--- config.mk ---
export PLATFORM = sky130hd
export DESIGN_NAME = reg_file_mp
export DESIGN_NICKNAME = d
export VERILOG_FILES = /design/src/rtl/rv_pkg.sv /design/src/rtl/rf_scoreboard.sv /design/src/rtl/reg_file_mp.sv
export SDC_FILE = /design/constraint.sdc
export NUM_CORES = 2
export LEC_CHECK = 0
export CORE_AREA = 2 2 329 331
export DETAILED_ROUTE_END_ITERATION = 16
export DIE_AREA = 0 0 331 333
export PLACE_DENSITY_LB_ADDON = 0.1
export SYNTH_ARGS = -nofsm -noshare
export SYNTH_HDL_FRONTEND = slang
export SYNTH_HIERARCHICAL = 1
export SYNTH_SLANG_ARGS = --single-unit
--- constraint.sdc ---
create_clock -name clk -period 4.1 [get_ports clk]
set_input_delay 0.41 -clock clk [delete_from_list [all_inputs] [get_ports clk]]
set_output_delay 0.41 -clock clk [all_outputs]
set_load 0.05 [all_outputs]
--- src/rtl/rv_pkg.sv ---
// Shared integer-register-file constants for the RISC-V core.
// Revision: 1.0
`default_nettype none

package rv_pkg;
    localparam int XLEN   = 32;
    localparam int NREGS  = 32;
    localparam int REG_AW = $clog2(NREGS);
    localparam logic [REG_AW-1:0] ZERO_REG = '0;
endpackage

`default_nettype wire

--- src/rtl/rf_scoreboard.sv ---
// Per-register busy scoreboard: flush/alloc/clear priority plus a running busy count.
// Revision: 1.0
`default_nettype none

module rf_scoreboard #(
    parameter int NREGS = 32,
    parameter int NWR   = 2,
    parameter int AW    = $clog2(NREGS)
) (
    input  logic              clk,
    input  logic              rstn,
    input  logic [NWR-1:0]    wr_en,
    input  logic [NWR*AW-1:0] wr_addr,
    input  logic              flush,
    input  logic              alloc_en,
    input  logic [AW-1:0]     alloc_addr,
    output logic [NREGS-1:0]  busy,
    output logic [AW:0]       busy_cnt
);
    import rv_pkg::*;

    localparam logic [AW-1:0] ZERO_ADDR = AW'(ZERO_REG);
    localparam logic [AW:0]   ONE       = (AW+1)'(1);

    logic              alloc_ok;
    logic [NREGS-1:0]  busy_nxt;
    logic [AW:0]       inc;
    logic [AW:0]       dec;
    logic [AW:0]       cnt_nxt;

    always_comb begin
        logic [AW-1:0] addr;
        logic          dup;
        alloc_ok = alloc_en && (alloc_addr != ZERO_ADDR);
        busy_nxt = busy;
        inc      = '0;
        dec      = '0;
        addr     = '0;
        dup      = 1'b0;
        for (int k = 0; k < NWR; k++) begin
            addr = wr_addr[k*AW +: AW];
            if (wr_en[k] && (addr != ZERO_ADDR)) begin
                busy_nxt[addr] = 1'b0;
                // A register hit by several write ports is only counted once (by the top port).
                dup = 1'b0;
                for (int j = k + 1; j < NWR; j++) begin
                    if (wr_en[j] && (wr_addr[j*AW +: AW] == addr)) begin
                        dup = 1'b1;
                    end
                end
                if (busy[addr] && !dup && !(alloc_ok && (alloc_addr == addr))) begin
                    dec = dec + ONE;
                end
            end
        end
        if (alloc_ok) begin
            if (!busy[alloc_addr]) begin
                inc = ONE;
            end
            busy_nxt[alloc_addr] = 1'b1;
        end
        if (flush) begin
            busy_nxt = '0;
        end
        cnt_nxt = flush ? '0 : (busy_cnt + inc - dec);
    end

    always_ff @(posedge clk or negedge rstn) begin
        if (!rstn) begin
            busy     <= '0;
            busy_cnt <= '0;
        end else begin
            busy     <= busy_nxt;
            busy_cnt <= cnt_nxt;
        end
    end

endmodule

`default_nettype wire

--- src/rtl/reg_file_mp.sv ---
// Multi-port integer register file with busy scoreboard and hazard flags.
// Optional same-cycle write->read bypass when REGFILE_BYPASS_EN is defined. Revision: 1.0
`default_nettype none

module reg_file_mp #(
    parameter int XLEN  = 32,
    parameter int NREGS = 32,
    parameter int NRD   = 2,
    parameter int NWR   = 2,
    parameter int AW    = $clog2(NREGS)
) (
    input  logic                clk,
    input  logic                rstn,
    input  logic [NWR-1:0]      wr_en,
    input  logic [NWR*AW-1:0]   wr_addr,
    input  logic [NWR*XLEN-1:0] wr_data,
    input  logic [NRD-1:0]      rd_en,
    input  logic [NRD*AW-1:0]   rd_addr,
    output logic [NRD*XLEN-1:0] rd_data,
    output logic [NRD-1:0]      rd_busy,
    input  logic                alloc_en,
    input  logic [AW-1:0]       alloc_addr,
    output logic [AW:0]         busy_cnt,
    input  logic                flush
);
    import rv_pkg::*;

    localparam logic [AW-1:0] ZERO_ADDR = AW'(ZERO_REG);

    logic [XLEN-1:0]  regs [NREGS];
    logic [NREGS-1:0] busy;

    rf_scoreboard #(
        .NREGS (NREGS),
        .NWR   (NWR),
        .AW    (AW)
    ) u_scoreboard (
        .clk        (clk),
        .rstn       (rstn),
        .wr_en      (wr_en),
        .wr_addr    (wr_addr),
        .flush      (flush),
        .alloc_en   (alloc_en),
        .alloc_addr (alloc_addr),
        .busy       (busy),
        .busy_cnt   (busy_cnt)
    );

    // Ports are visited in ascending order so the highest port wins an address collision.
    always_ff @(posedge clk or negedge rstn) begin
        if (!rstn) begin
            for (int i = 0; i < NREGS; i++) begin
                regs[i] <= '0;
            end
        end else begin
            for (int k = 0; k < NWR; k++) begin
                if (wr_en[k] && (wr_addr[k*AW +: AW] != ZERO_ADDR)) begin
                    regs[wr_addr[k*AW +: AW]] <= wr_data[k*XLEN +: XLEN];
                end
            end
        end
    end

    for (genvar p = 0; p < NRD; p++) begin : g_rd
        logic [AW-1:0]   addr;
        logic [XLEN-1:0] data;
        logic            bsy;

        assign addr = rd_addr[p*AW +: AW];

        always_comb begin
            data = (addr == ZERO_ADDR) ? '0 : regs[addr];
            bsy  = busy[addr];
`ifdef REGFILE_BYPASS_EN
            for (int k = 0; k < NWR; k++) begin
                if (wr_en[k] && (addr != ZERO_ADDR) && (wr_addr[k*AW +: AW] == addr)) begin
                    data = wr_data[k*XLEN +: XLEN];
                    // The forwarded value resolves the hazard unless a new producer claims the reg.
                    if (!(alloc_en && (alloc_addr == addr))) begin
                        bsy = 1'b0;
                    end
                end
            end
`endif
        end

        assign rd_data[p*XLEN +: XLEN] = (rstn && rd_en[p]) ? data : '0;
        assign rd_busy[p]              = rstn && rd_en[p] && bsy;
    end

endmodule

`default_nettype wire

==> qor.csv <==
stage;metric;value;unit
status;outcome;complete, no violations;
cts;CTS Buf Count;117;
floorplan;core area;0.107;mm2
synth;count of cell types in the netlist;68;
power_and_ir_drop;switching portion of total power;0.308;
setup_path;r2r worst-path depth;17;
power_and_ir_drop;LEAKAGE;31.9;nW
setup_path;Max Fanout on Critical Path;6;
setup_path;R2R Path End;u_scoreboard/busy_cnt[4]$_DFF_PN0_;
detailed_routing;Total Wirelength;249000;um
sta;Worst Tran Pin Value;1410;ps
power_and_ir_drop;P_sw;11.0;mW
cts;CTS root buffer;clkbuf_16;
power_and_ir_drop;P per Cell Area;480;mW/mm2
detailed_routing;drt wl/cell;33.4;um
synth;Post-Syn Area;0.0669;mm2
cts;CTS resizes;0;
synth;count leader, synth;mux2i_1;
setup_path;Critical Path Start Type;flip-flop;
sta;final hold slack;118;ps
detailed_routing;First-pass DRT Iterations;7;
power_and_ir_drop;sequential share of power;0.425;
detailed_routing;DRC errors left;0;
cts;H-tree depth;3;
grt;Tot GR Track Use;0.453;
grt;largest net degree at the start of global routing;167;
synth;main flop type after synthesis;dfrtp_1;
setup_path;Setup crit start;u_scoreboard/busy[14]$_DFF_PN0_;
synth;Cells after Synth;6114;
sta;highest clock rate;264;MHz
synth;ys async rst share;1.00;
sta;clock skew;15.5;ps
setup_path;worst r2r src;u_scoreboard/busy[14]$_DFF_PN0_;
setup_path;flop-to-flop setup slack;320;ps
cts;CTS Sinks;1062;
floorplan;die area;0.110;mm2
synth;Avg Cell Area, Syn;10.9;um2
place;gpl congestion;0.955;
grt;vias in the first global route;52200;
detailed_routing;met1 wire length;90500;um
detailed_routing;met2 WL post-DR;109000;um
cts;Clock Latency Late Sink;750;ps
grt;antenna violations before repair;14;
setup_path;WP data arrival;4390;ps
place;hpwl dp;144000;um
place;number of port buffers;168;
cts;CTS max path bufs;3;
sta;min Tclk post-route;3780;ps
synth;Area contributors post-synth;dfrtp_1, mux4_2, mux2i_1;
detailed_routing;ANT nets after route;0;
floorplan;Rows;120;
detailed_routing;initial DRC count;8111;
grt;first-pass GRT wire length;362000;um
power_and_ir_drop;Comb pwr share;0.258;
synth;Seq/Total Area, Yosys;0.397;
final_layout;nets;6036;
synth;cell taking the most area after synthesis;dfrtp_1;
synth;post-synth net total;6220;
setup_path;Crit. End Element;flip-flop;
sta;period utilization;0.923;
detailed_routing;met3 WL;33100;um
setup_path;CP Capture Point;u_scoreboard/busy_cnt[4]$_DFF_PN0_;
cts;CTS tree;built;
setup_path;Crit Path Class;flip-flop to flip-flop;
sta;setup violators final;0;
floorplan;Ports;169;
floorplan;DIE WIDTH;331;um
hold_path;Min-Delay Path Class;input port to asynchronous set/reset pin;
synth;EDFF count, synth;0;
power_and_ir_drop;clock power share;0.317;
cts;setup bufs post-CTS;0;
sta;RSZ-0062 raised after global routing;no;
floorplan;Die Ht;333;um
run;Max-Cap Viols;0;
synth;Yosys top cell area share;0.397;
place;Post-DP Area;0.0704;mm2
setup_path;CP Data Required Time;4700;ps
final_layout;Layout area overhead;11.4;%
final_layout;ratio of cells with drive above 1 in the final layout;0.199;
sta;Pins Over Slew Limit;0;
power_and_ir_drop;internal power;24.8;mW
sta;Worst slew margin;0.0595;
power_and_ir_drop;maximum VDD drop;427;uV
synth;Synthesis Warnings;6;
synth;post-synthesis register bit count;1062;
cts;count of hold-fix buffers inserted at cts;1;
synth;Commonest cells post-synth;mux2i_1, dfrtp_1, nor2_1;
cts;clock transition at the registers of the reported paths;70;ps
detailed_routing;Top Layer Used;met5;
detailed_routing;Via density;7.23;
detailed_routing;via count;53806;
sta;Final Hold Fails;0;
final_layout;design area;0.0745;mm2
floorplan;Starting Density;0.628;
grt;GR Overflow Total;0;
cell families after synthesis:
group / share of synthesized area
DFF: 0.397
buffers and inverters: 0.0479
xor gates and xnor gates: 0.00249
AOI/OAI and AO/OA: 0.111
muxes: 0.364
adders and majority gates: 0.00180
and+or+nand+nor: 0.0753
how the worst min path moves through the flow:
stage / slack, ps / to / startpoint / cells past startpoint
after floorplan: 110 / regs[0]$_DFF_PN0_ / rstn / 0
after global placement: 300 / u_scoreboard/busy_cnt[3]$_DFF_PN0_ / rstn / 1
after detailed placement: 300 / u_scoreboard/busy_cnt[3]$_DFF_PN0_ / rstn / 1
after CTS: 90 / u_scoreboard/busy[16]$_DFF_PN0_ / rstn / 2
after global routing: 130 / u_scoreboard/busy[6]$_DFF_PN0_ / rstn / 2
final: 120 / u_scoreboard/busy[16]$_DFF_PN0_ / rstn / 2
cells in the final DEF (no fill, tap or decap), types with 10 or more instances in the layout:
cell	Yosys	routed
nor3_1	14	12
a21o_1	33	33
o21ai_0	325	325
nor2_4	0	20
xnor2_1	10	10
nand2_4	0	23
a21oi_1	683	683
clkbuf_1	517	18
clkdlybuf4s50_1	0	97
a32oi_1	87	87
o22a_1	32	32
mux4_2	569	569
buf_12	0	71
clkbuf_16	0	117
dfrtp_1	1062	1062
inv_1	16	16
a22oi_1	50	50
nor2b_1	14	14
mux2_2	11	11
mux2i_1	1134	1134
o22ai_1	32	32
buf_4	14	263
nand2_1	367	343
clkbuf_8	0	34
o221ai_1	37	37
diode_2	0	10
nor2_1	753	740
clkinv_2	0	24
bufinv_16	0	13
nand2b_1	13	13
state kept, by name, summed over array words and instances (netlist names):
name / count
regs: 1024
u_scoreboard/busy: 32
u_scoreboard/busy_cnt: 6
critical path, stage by stage (launching register included):
cell and delay [ps]:
dfrtp_1 460, mux4_1 530, nand3b_1 100, o21ai_1 130, a221o_1 380, o31a_1 110
ha_1 280, nand2_1 80, o31ai_2 70, ha_1 290, inv_1 40, ha_1 210
fa_1 450, a21oi_1 160, nor2_1 50, nor2_1 110, xor2_1 160, nor2_1 60
per-layer routing:
metal	up-vias	track usage
met2	4003	0.654
li1	22208	-
met5	-	0.00665
met1	26705	0.618
met3	874	0.140
met4	16	0.235
power by group through the flow:
stage	clock network [mW]	registers, mW	logic (mW)
after detailed placement	0	15.2	9.14
after floorplan	0	14.7	6.96
final	11.3	15.2	9.24
after global routing	11.8	15.5	9.93
after CTS	11.4	15.1	9.15
after global placement	0	15.0	8.88
area by class of cell:
class,instances,area [um2]
Clock buffer,168,3450
Fill cell,7757,32100
Timing Repair Buffer,438,4470
Antenna cell,10,25.0
Tap cell,1403,1760
Sequential cell,1062,26600
Multi-Input combinational cell,4294,37600
Inverter,17,71.3
Clock inverter,49,628
stage by stage:
step | util | worst slack [ps] | instances | TNS (ps) | total power, mW
final | 0.699 | 315 | 7441 | 0 | 35.8
after global routing | 0.699 | 153 | 7433 | 0 | 37.2
after CTS | 0.699 | 343 | 7431 | 0 | 35.6
after detailed placement | 0.661 | -301 | 7213 | -636 | 24.4
after global placement | 0.661 | -320 | 7213 | -681 | 23.9
after floorplan | - | 490 | 6114 | 0 | 21.6
No activity file was read; power rests on OpenSTA's default activity.
